[config.mk]
export PLATFORM = sky130hd
export DESIGN_NAME = instruction_fetch
export DESIGN_NICKNAME = d
export VERILOG_FILES = /design/src/rtl/instruction_fetch.sv
export SDC_FILE = /design/constraint.sdc
export NUM_CORES = 1
export LEC_CHECK = 0
export BUFFER_PORTS_ARGS = -buffer_cell sky130_fd_sc_hd__buf_2
export CORE_MARGIN = 2
export CORE_UTILIZATION = 35
export DETAILED_ROUTE_END_ITERATION = 8
export GPL_TIMING_DRIVEN = 1
export HOLD_SLACK_MARGIN = 0.03
export PLACE_DENSITY = 0.59
export SKIP_CTS_REPAIR_TIMING = 1
export SYNTH_ARGS = -nofsm -noshare
export SYNTH_HDL_FRONTEND = slang
export SYNTH_SLANG_ARGS = --single-unit
[constraint.sdc]
create_clock -name clk -period 1.97 [get_ports clk]
set_input_delay 0.394 -clock clk [delete_from_list [all_inputs] [get_ports clk]]
set_output_delay 0.394 -clock clk [all_outputs]
set_load 0.03 [all_outputs]
[src/rtl/instruction_fetch.sv]
// Instruction fetch unit: issues byte addresses to a 1-cycle-latency instruction
// memory and presents a replayable, squashable instruction stream to decode.
module instruction_fetch #(
  parameter logic [7:0]  RESET_PC  = 8'h00,
  parameter logic [15:0] HALT_WORD = 16'h0000
) (
  input  logic        clk,
  input  logic        reset_n,
  output logic [7:0]  imem_addr,
  input  logic [15:0] imem_data,
  input  logic        stall,
  input  logic        redirect,
  input  logic [7:0]  redirect_addr,
  output logic [15:0] instr,
  output logic [7:0]  instr_pc,
  output logic        instr_valid,
  output logic        halted,
  output logic [15:0] instr_count,
  output logic        dbg_fsm_state
);

  typedef enum logic {
    S_RUN    = 1'b0,
    S_HALTED = 1'b1
  } state_e;

  // Decode handshake: instr_valid is the valid, !stall is the ready. A word is
  // consumed on an edge where both are high; while stalled, instr/instr_pc/
  // instr_valid hold. A redirect squashes the presented word on the same edge.

  state_e      state_q, state_d;
  logic [7:0]  fetch_pc_q, fetch_pc_d;
  logic        req_valid_q, req_valid_d;
  logic [7:0]  req_pc_q, req_pc_d;
  logic [15:0] instr_q, instr_d;
  logic [7:0]  instr_pc_q, instr_pc_d;
  logic        instr_valid_q, instr_valid_d;
  logic        halted_q, halted_d;
  logic [15:0] instr_count_q, instr_count_d;
  logic        consume;

  always_comb begin
    state_d       = state_q;
    fetch_pc_d    = fetch_pc_q;
    req_valid_d   = req_valid_q;
    req_pc_d      = req_pc_q;
    instr_d       = instr_q;
    instr_pc_d    = instr_pc_q;
    instr_valid_d = instr_valid_q;
    halted_d      = halted_q;

    consume       = instr_valid_q && !stall;
    instr_count_d = instr_count_q + {15'd0, consume};

    if (redirect) begin
      fetch_pc_d    = {redirect_addr[7:1], 1'b0};
      req_valid_d   = 1'b0;
      instr_valid_d = 1'b0;
      state_d       = S_RUN;
      halted_d      = 1'b0;
    end else if (state_q == S_HALTED) begin
      req_valid_d = 1'b0;
      if (consume) begin
        instr_valid_d = 1'b0;
      end
    end else if (stall) begin
      // The in-flight response is dropped, so rewind to refetch it later.
      req_valid_d = 1'b0;
      if (req_valid_q) begin
        fetch_pc_d = req_pc_q;
      end
    end else begin
      if (req_valid_q) begin
        instr_d       = imem_data;
        instr_pc_d    = req_pc_q;
        instr_valid_d = 1'b1;
        if (imem_data == HALT_WORD) begin
          state_d  = S_HALTED;
          halted_d = 1'b1;
        end
      end else begin
        instr_valid_d = 1'b0;
      end
      req_valid_d = 1'b1;
      req_pc_d    = fetch_pc_q;
      fetch_pc_d  = fetch_pc_q + 8'd2;
    end
  end

  always_ff @(posedge clk or negedge reset_n) begin
    if (!reset_n) begin
      state_q       <= S_RUN;
      fetch_pc_q    <= {RESET_PC[7:1], 1'b0};
      req_valid_q   <= 1'b0;
      req_pc_q      <= 8'h00;
      instr_q       <= 16'h0000;
      instr_pc_q    <= 8'h00;
      instr_valid_q <= 1'b0;
      halted_q      <= 1'b0;
      instr_count_q <= 16'h0000;
    end else begin
      state_q       <= state_d;
      fetch_pc_q    <= fetch_pc_d;
      req_valid_q   <= req_valid_d;
      req_pc_q      <= req_pc_d;
      instr_q       <= instr_d;
      instr_pc_q    <= instr_pc_d;
      instr_valid_q <= instr_valid_d;
      halted_q      <= halted_d;
      instr_count_q <= instr_count_d;
    end
  end

  assign imem_addr     = fetch_pc_q;
  assign instr         = instr_q;
  assign instr_pc      = instr_pc_q;
  assign instr_valid   = instr_valid_q;
  assign halted        = halted_q;
  assign instr_count   = instr_count_q;
  assign dbg_fsm_state = state_q;

endmodule

* Yosys cells after proc, flatten, opt, wreduce, memory -nomap -nowiden
Index checks and enable logic that the tools add are counted.
Word-level totals: register bits 60, latch bits 0, bits in writable memories 0, bits in read-only memories 0, input bits 28, output and inout port bits 51, logic and storage cells 51, memories 0
Cells by class: add/subtract/negate cells 2, multiply operators 0, divide/modulo/power cells 0, magnitude comparators 0, equal/unequal tests 5, shifts and indexed selects 0, multiplexer cells 22, bitwise operators 3, reductions and logical operators 10
Operators by type and width (count):
- two-way mux 8 bit | 4
- two-way mux 1 bit | 18
- adder 16 x 1 -> 16 bit | 1
- zero test 16 bit | 1
- adder 8 x 2 -> 8 bit (second input constant) | 1
- AND reduction 4 bit | 2
- != test 3 x 1 -> 1 bit (second input constant) | 2
- AND reduction 2 bit | 2
- nonzero test 2 bit | 2
- != test 3 x 2 -> 1 bit (second input constant) | 1
- inverter 1 bit | 3
- AND reduction 3 bit | 1
- != test 2 x 1 -> 1 bit (second input constant) | 1
- != test 2 bit (second input constant) | 1
- logical AND 1 bit | 1
- zero test 1 bit | 1

* Logic depth before layout (Yosys ltp)
Gate-level depths: netlist of the first run.
depth in word-level cells 6, mapped depth 9, gate-level depth less buffers 7

* Worst setup path before layout of the first run
No wires, ideal clock.
kind input port to flip-flop, start input port stall, end register instr_count_q[12], in the netlist instr_count[12], library setup time 0.080 ns, arrival time 1.892 ns, required time 1.890 ns, path slack -0.003 ns, stages 9, buffers on the path 2, cells stage by stage clkbuf_1 > nor2b_1 > ha_1 > ha_1 > nand3_1 > or2_2 > clkbuf_1 > nor3_1 > xor2_1
Between the ends: cells in the longest elaborated chain, start to end 3
RTL lines:
- from (decl) | line 11 | input logic stall,
- zero test 1 bit | line 52 | consume = instr_valid_q && !stall;
- logical AND 1 bit | line 52
- adder 16 x 1 -> 16 bit | line 53 | instr_count_d = instr_count_q + {15'd0, consume};
- named net instr_count_d[12] | line 39 | logic [15:0] instr_count_q, instr_count_d;
- to (signal assigned) | line 110 | instr_count_q <= instr_count_d;
- to (decl) | line 39
The timed path passes the listed nets, and every way through them passes these cells. A chain may end at the register's enable or synchronous reset.

* Worst setup path after layout of the first run
start register instr_valid_q, in the netlist instr_valid, end register instr_count_q[14], in the netlist instr_count[14]
Between the ends: cells in the longest elaborated chain, start to end 2
RTL lines:
- from (decl) | line 37 | logic instr_valid_q, instr_valid_d;
- from (signal assigned) | line 108 | instr_valid_q <= instr_valid_d;
- logical AND 1 bit | line 52
- adder 16 x 1 -> 16 bit | line 53
- named net instr_count_d[14] | line 39
The timed path passes the listed nets, and every way through them passes these cells.

==> results.yml, run 1 <==
finish:
  register_area_um2: 1501
  final_cells: 401
  drive_above_1_share: 0.4636
  fill_cells: 693
  multi_input_area_um2: 1085
  area_growth_pct: 28.35
  n_antenna_cell: 0
  final_nets: 328
clocking:
  clkSlewWorstSetupHoldPaths_ns: 0.07
  htree_levels: 3
  cts-root-buf: "clkbuf_8"
  cts_tree: "done"
  cts_buffer_depth: 2
  cts.sinks: 60
  insertion_delay_ns: 0.33
  cts_made_buffers: 9
timing:
  period_share: 0.8784
  tightest_slew_ns: 0.4571
  setup_viol: 0
  hold_viol: 0
  final-max-slew-violation-count: 0
  slew_headroom: 0.6924
  max_clock_freq_mhz: 577.9
  rsz0062_at_grt: "no"
  fin_skew_ns: 0.008218
  fin_crit_ns: 1.731
logic_synthesis:
  synth-compound-area-share: 0.06446
  post_synth_and_or_nand_nor_area_fraction: 0.1121
  synth.top_cells.by_count: "dfrtp_1 (60), mux2_4 (19), mux2_2 (13), nor2_1 (12), o21ai_0 (11)"
  ys_types: 39
  synthesis.yosys.warnings: 0
  synth_top_area_cell: "dfrtp_1"
  synth_fa_ha_area_frac: 0.01401
  syn_inst: 206
  yosysTopAreaCellShare: 0.5605
  netlist_area_um2: 2679
  ys_seq_area_frac: 0.5605
  synth-seq-cells: 60
  synth_xor_area_frac: 0.04577
  synth_top_family_by_area: "multiplexers"
  synthArstFlopShare: 1.000
  synth_edf_count: 0
  synth-main-ff-cell: "dfrtp_1"
  synthTopCellsByArea: "dfrtp_1 (56%), mux2_4 (11%), mux2_2 (5.5%)"
  synth_fp_nets: 237
  synth.area.mux_share: 0.1686
  synth_area_per_cell_um2: 13.00
  yosysMostFrequentCell: "dfrtp_1"
drt:
  via_count: 1915
  wl_met3_um: 386
  met2_length_mm: 2.579
  drt_iter0_drc: 22
  wl_per_cell_um: 14.14
  routed_wl_mm: 5.669
  antenna_left: 0
  met1Wirelength_mm: 2.661
  drc: 0
  first_pass_iters: 4
  vias_per_cell: 4.776
  highest_layer: "met4"
critical_path:
  startpoint_type: "register"
  crit_slowest_cell: "dfrtp_1"
  r2r_slack_ns: 0.24
  rr_worst_depth: 7
  r2r-start: "instr_valid"
  required_ns: 2.23
  worstPathMaxFanout: 5
  endpoint_kind: "register"
  crit_path_cell_trace: "nor2b_1 > ha_1 > ha_1 > nand3_1 > or2_2 > nor3_1 > xor2_1"
  rr_endpoint: "instr_count[14]"
  crit_path_frequent_cell: "ha_1"
  path_class: "reg -> reg"
  critPathArrivalTime_ns: 1.99
  cpPeakStageDelay_ns: 0.36
power:
  p_leak_nw: 1.703
  p_int_mw: 2.590
  power_density_nw_per_um2: 1112
  p_seq_frac: 0.424
  power_mw: 3.823
  ir_drop_v: 0.0006157
  switching_power_mw: 1.232
  p_clk_frac: 0.314
  combinationalPowerShare: 0.261
  swShare: 0.3223
global_routing:
  grt_usage: 0.1468
  grt_pass1_vias: 1951
  grt_max_degree: 61
  gr-total-overflow: 0
  antenna_found_initial: 0
  grt_pass1_wl_mm: 9.708
die:
  die_w_um: 91.49
  start_util: 0.3654
  num_rows: 31
  coreArea_um2: 7331
  fp.dieH_um: 91.49
  die-area_um2: 8370
  io_pins: 79
place:
  dpl.cell_count: 385
  routabilityCongestion: 0.7724
  io_buffers: 77
  dp.final_hpwl_mm: 4.087
flow_run:
  cap_violations: 0
run_status:
  status: "finished clean"
worst_hold_path:
  hold_class: "in -> async"
## power groups by stage
| stage | Sequential (mW) | Combinational (mW) | Clock, mW |
|---|---|---|---|
| 5_1_grt | 1.66 | 1.07 | 1.30 |
| 2_1_floorplan | 1.99 | 0.313 | 0 |
| 4_1_cts | 1.62 | 1.01 | 1.25 |
| 3_3_place_gp | 1.64 | 0.999 | 0 |
| 3_5_place_dp | 1.64 | 1.01 | 0 |
| 6_report | 1.62 | 0.999 | 1.20 |
## flip-flops by register name (all words and copies together), names as in the netlist
register / cells
instr_valid: 1
req_valid_q: 1
instr_pc: 8
req_pc_q: 8
dbg_fsm_state: 1
halted: 1
imem_addr: 8
instr: 16
instr_count: 16
## layer usage
layer,vias up,track usage
met5,-,0
met4,0,0.05051
met3,6,0.04730
met2,67,0.2126
met1,925,0.2059
li1,917,-
## cells in the final DEF, fill, tap and decap left out, types with 2 or more instances in the layout
| cell | n |
|---|---|
| a21oi_1 | 3 |
| a221oi_1 | 3 |
| and3_1 | 2 |
| buf_12 | 2 |
| buf_2 | 77 |
| buf_4 | 9 |
| bufinv_16 | 2 |
| clkbuf_8 | 10 |
| clkinv_2 | 3 |
| dfrtp_1 | 60 |
| ha_1 | 3 |
| inv_1 | 5 |
| mux2_2 | 13 |
| mux2_4 | 19 |
| mux2i_1 | 2 |
| nand2_1 | 9 |
| nand3_1 | 8 |
| nand4_1 | 4 |
| nor2_1 | 12 |
| nor2b_1 | 3 |
| nor3_1 | 6 |
| nor4_1 | 3 |
| o21ai_0 | 11 |
| o31ai_1 | 2 |
| xnor2_1 | 9 |
| xor2_1 | 5 |
## critical path: cells and delay by family, from the launching register on
kind / cells / cell delay, ns
adder cells (fa/ha/maj): 2 / 0.35
XOR/XNOR: 1 / 0.16
AND/OR/NAND/NOR: 4 / 0.79
flip-flops: 1 / 0.36
## area by class of cell
cell class / instances / share of cell area
Clock inverter: 5 / 0.02183
Sequential cell: 60 / 0.4367
Inverter: 5 / 0.005459
Tap cell: 99 / 0.03603
Multi-Input combinational cell: 133 / 0.3155
Timing Repair Buffer: 88 / 0.1434
Clock buffer: 11 / 0.04112
## cell families after synthesis
family,Yosys count
simple gates,55
buf+inv,13
mux,34
flops,60
xor+xnor,14
fa+ha+maj,3
compound gates,27
## through the flow
stage | setup TNS, ns | setup slack [ns] | hold slack (ns) | utilization | area (um2)
final | 0 | 0.2395 | 0.05904 | 0.4690 | 3438
after global placement | 0 | 0.06847 | 0.4305 | 0.4395 | 3222
after floorplan | -0.005063 | -0.002618 | 0.09841 | - | 2679
after global routing | 0 | 0.04715 | 0.07701 | 0.4690 | 3438
after detailed placement | 0 | 0.06316 | 0.4296 | 0.4395 | 3222
after CTS | 0 | 0.2141 | 0.05256 | 0.4690 | 3438
## how the worst max path moves through the flow
stage,cells after the start,start,slack (ns),endpoint
final,7,instr_valid,0.24,instr_count[14]
after global routing,7,instr_valid,0.05,instr_count[14]
after CTS,7,instr_valid,0.21,instr_count[14]
after detailed placement,8,stall,0.06,instr_count[14]
after global placement,8,stall,0.07,instr_count[14]
after floorplan,9,stall,-0.003,instr_count[12]
No activity file was read; power rests on OpenSTA's default activity.
==> run 2: changes to the inputs <==
Settings changed: ABC_AREA from default to 1, CORE_MARGIN 2 to 3, PLACE_DENSITY 0.59 to 0.58.
==> results.yml, run 2 <==
finish:
  layout_common_cells: "buf_2 (77), nand2_1 (71), dfrtp_1 (60), inv_1 (38), nor2_1 (28)"
  n_antenna_cell: 0
  drive_above_1_share: 0.3447
  fill_cells: 810
  final_common_cell: "buf_2"
  design_area_um2: 3562
  multi_input_area_um2: 1136
  register_area_um2: 1501
  final_nets: 438
  area_growth_pct: 24.43
timing:
  period_share: 0.8179
  hold_viol: 0
  tightest_slew_ns: 0.3495
  setup_viol: 0
  fin_setup_tns_ns: 0
  fin_crit_ns: 1.611
  max_clock_freq_mhz: 620.6
  rsz0062_at_grt: "no"
  slew_headroom: 0.7670
  final-max-slew-violation-count: 0
  fin_skew_ns: 0.01116
logic_synthesis:
  yosysMostFrequentCell: "nand2_1"
  yosysTopAreaCellShare: 0.5245
  synth-seq-cells: 60
  synth_fp_nets: 352
  synth_top_area_cell: "dfrtp_1"
  netlist_area_um2: 2863
  syn_inst: 321
  ys_seq_area_frac: 0.5245
  synthArstFlopShare: 1.000
  synth-main-ff-cell: "dfrtp_1"
  synthesis.yosys.warnings: 0
  synthTopCellsByArea: "dfrtp_1 (52%), nand2_1 (9.3%), o21ai_2 (5.8%)"
  synth.top_cells.by_count: "nand2_1 (71), dfrtp_1 (60), inv_1 (38), nor2_1 (29), nand3_1 (22)"
  synth_area_per_cell_um2: 8.918
  synth_edf_count: 0
  ys_types: 23
clocking:
  cts_tree: "done"
  htree_levels: 3
  cts_buffer_depth: 2
  insertion_delay_ns: 0.34
  clkSlewWorstSetupHoldPaths_ns: 0.07
  cts.sinks: 60
  cts_made_buffers: 9
  cts-root-buf: "clkbuf_8"
global_routing:
  gr-total-overflow: 0
  grt_pass1_wl_mm: 10.97
  grt_pass1_vias: 2343
  grt_max_degree: 61
  grt_usage: 0.1552
  antenna_found_initial: 0
place:
  dp.final_hpwl_mm: 4.751
  io_buffers: 77
  place_area_um2: 3359
  routabilityCongestion: 0.7757
die:
  coreArea_um2: 7848
  io_pins: 79
  die-area_um2: 9301
  start_util: 0.3648
  fp.dieH_um: 96.44
  num_rows: 32
  die_w_um: 96.44
run_status:
  status: "finished clean"
flow_run:
  cap_violations: 0
drt:
  routed_wl_mm: 6.557
  vias_per_cell: 4.671
  drc: 0
  wl_per_cell_um: 12.76
  first_pass_iters: 4
  via_count: 2401
  antenna_left: 0
  drt_iter0_drc: 105
power:
  power_density_nw_per_um2: 996.3
  p_leak_nw: 1.892
  ir_drop_v: 0.0005080
worst_hold_path:
  hold_class: "in -> async"
critical_path:
  startpoint_type: "register"
  path_class: "reg -> reg"
  worstPathMaxFanout: 4
  critPathArrivalTime_ns: 1.88
  required_ns: 2.24
  endpoint_kind: "register"
==> run 2: cell types whose count changed in the layout (fill, tap and decap cells not counted), sizes merged, moves of 4 or more <==
cell      change
nand2        +80
inv          +37
mux2         -32
o21ai        +29
nor2         +18
nand3        +14
xnor2         -7
buf           -5
clkinvlp      +5
xor2          +4
==> run 2: final timing paths <==
kind	to	startpoint	slack, ns	cells after the start
setup / recovery	instr_count[14]	instr_valid	0.36	9
hold / removal	instr[4]	reset_n	0.05	2
setup reg to reg	instr_count[14]	instr_valid	0.36	9
hold reg to reg	instr[3]	instr[3]	0.47	2
max in group asynchronous	imem_addr[0]	reset_n	1.66	2
min in group clk	instr[7]	imem_data[7]	0.30	3
==> run 2: logic make-up after synthesis <==
family	count (synthesis)	synth area share
and+or+nand+nor	150	0.2378
adders and majority gates	3	0.01311
xor gates and xnor gates	11	0.03366
DFF	60	0.5245
AOI/OAI and AO/OA	48	0.1114
buffers and inverters	49	0.07955
==> run 2: stage by stage <==
stage	total power [mW]	hold WS [ns]	util	instances	setup slack [ns]
after floorplan	2.170	0.09841	-	321	0.2351
after global placement	2.464	0.4349	0.4281	498	0.08661
after detailed placement	2.479	0.4310	0.4281	498	0.06645
after CTS	3.621	0.03968	0.4536	514	0.2298
after global routing	3.764	0.05409	0.4539	514	0.09284
final	3.549	0.04981	0.4539	514	0.3587
==> run 2: power breakdown <==
group	leakage [nW]	internal (mW)	switching, mW
clock	0.0841	0.587	0.525
sequential	0.751	1.41	0.144
combinational	1.06	0.271	0.610
total	1.89	2.27	1.28
==> run 2: area by class of cell <==
cell class | count | area share
Clock buffer | 9 | 0.03477
Clock inverter | 7 | 0.02143
Inverter | 41 | 0.04320
Multi-Input combinational cell | 212 | 0.3189
Sequential cell | 60 | 0.4215
Tap cell | 102 | 0.03583
Timing Repair Buffer | 83 | 0.1243
==> run 2: critical path, stage by stage, from the launching register on <==
cell,delay [ns]
dfrtp_1,0.34
inv_1,0.05
nor2_1,0.11
ha_1,0.18
ha_1,0.18
nand2_1,0.07
nor2_2,0.18
nand3_1,0.14
nor2_1,0.14
xor2_1,0.15
==> run 2: per-layer routing <==
layer,wire length (um),vias up,global-route usage
met4,29,0,0.03855
met2,3177,70,0.2557
met1,2873,1144,0.1905
met5,0,-,0
li1,-,1185,-
met3,476,2,0.06197
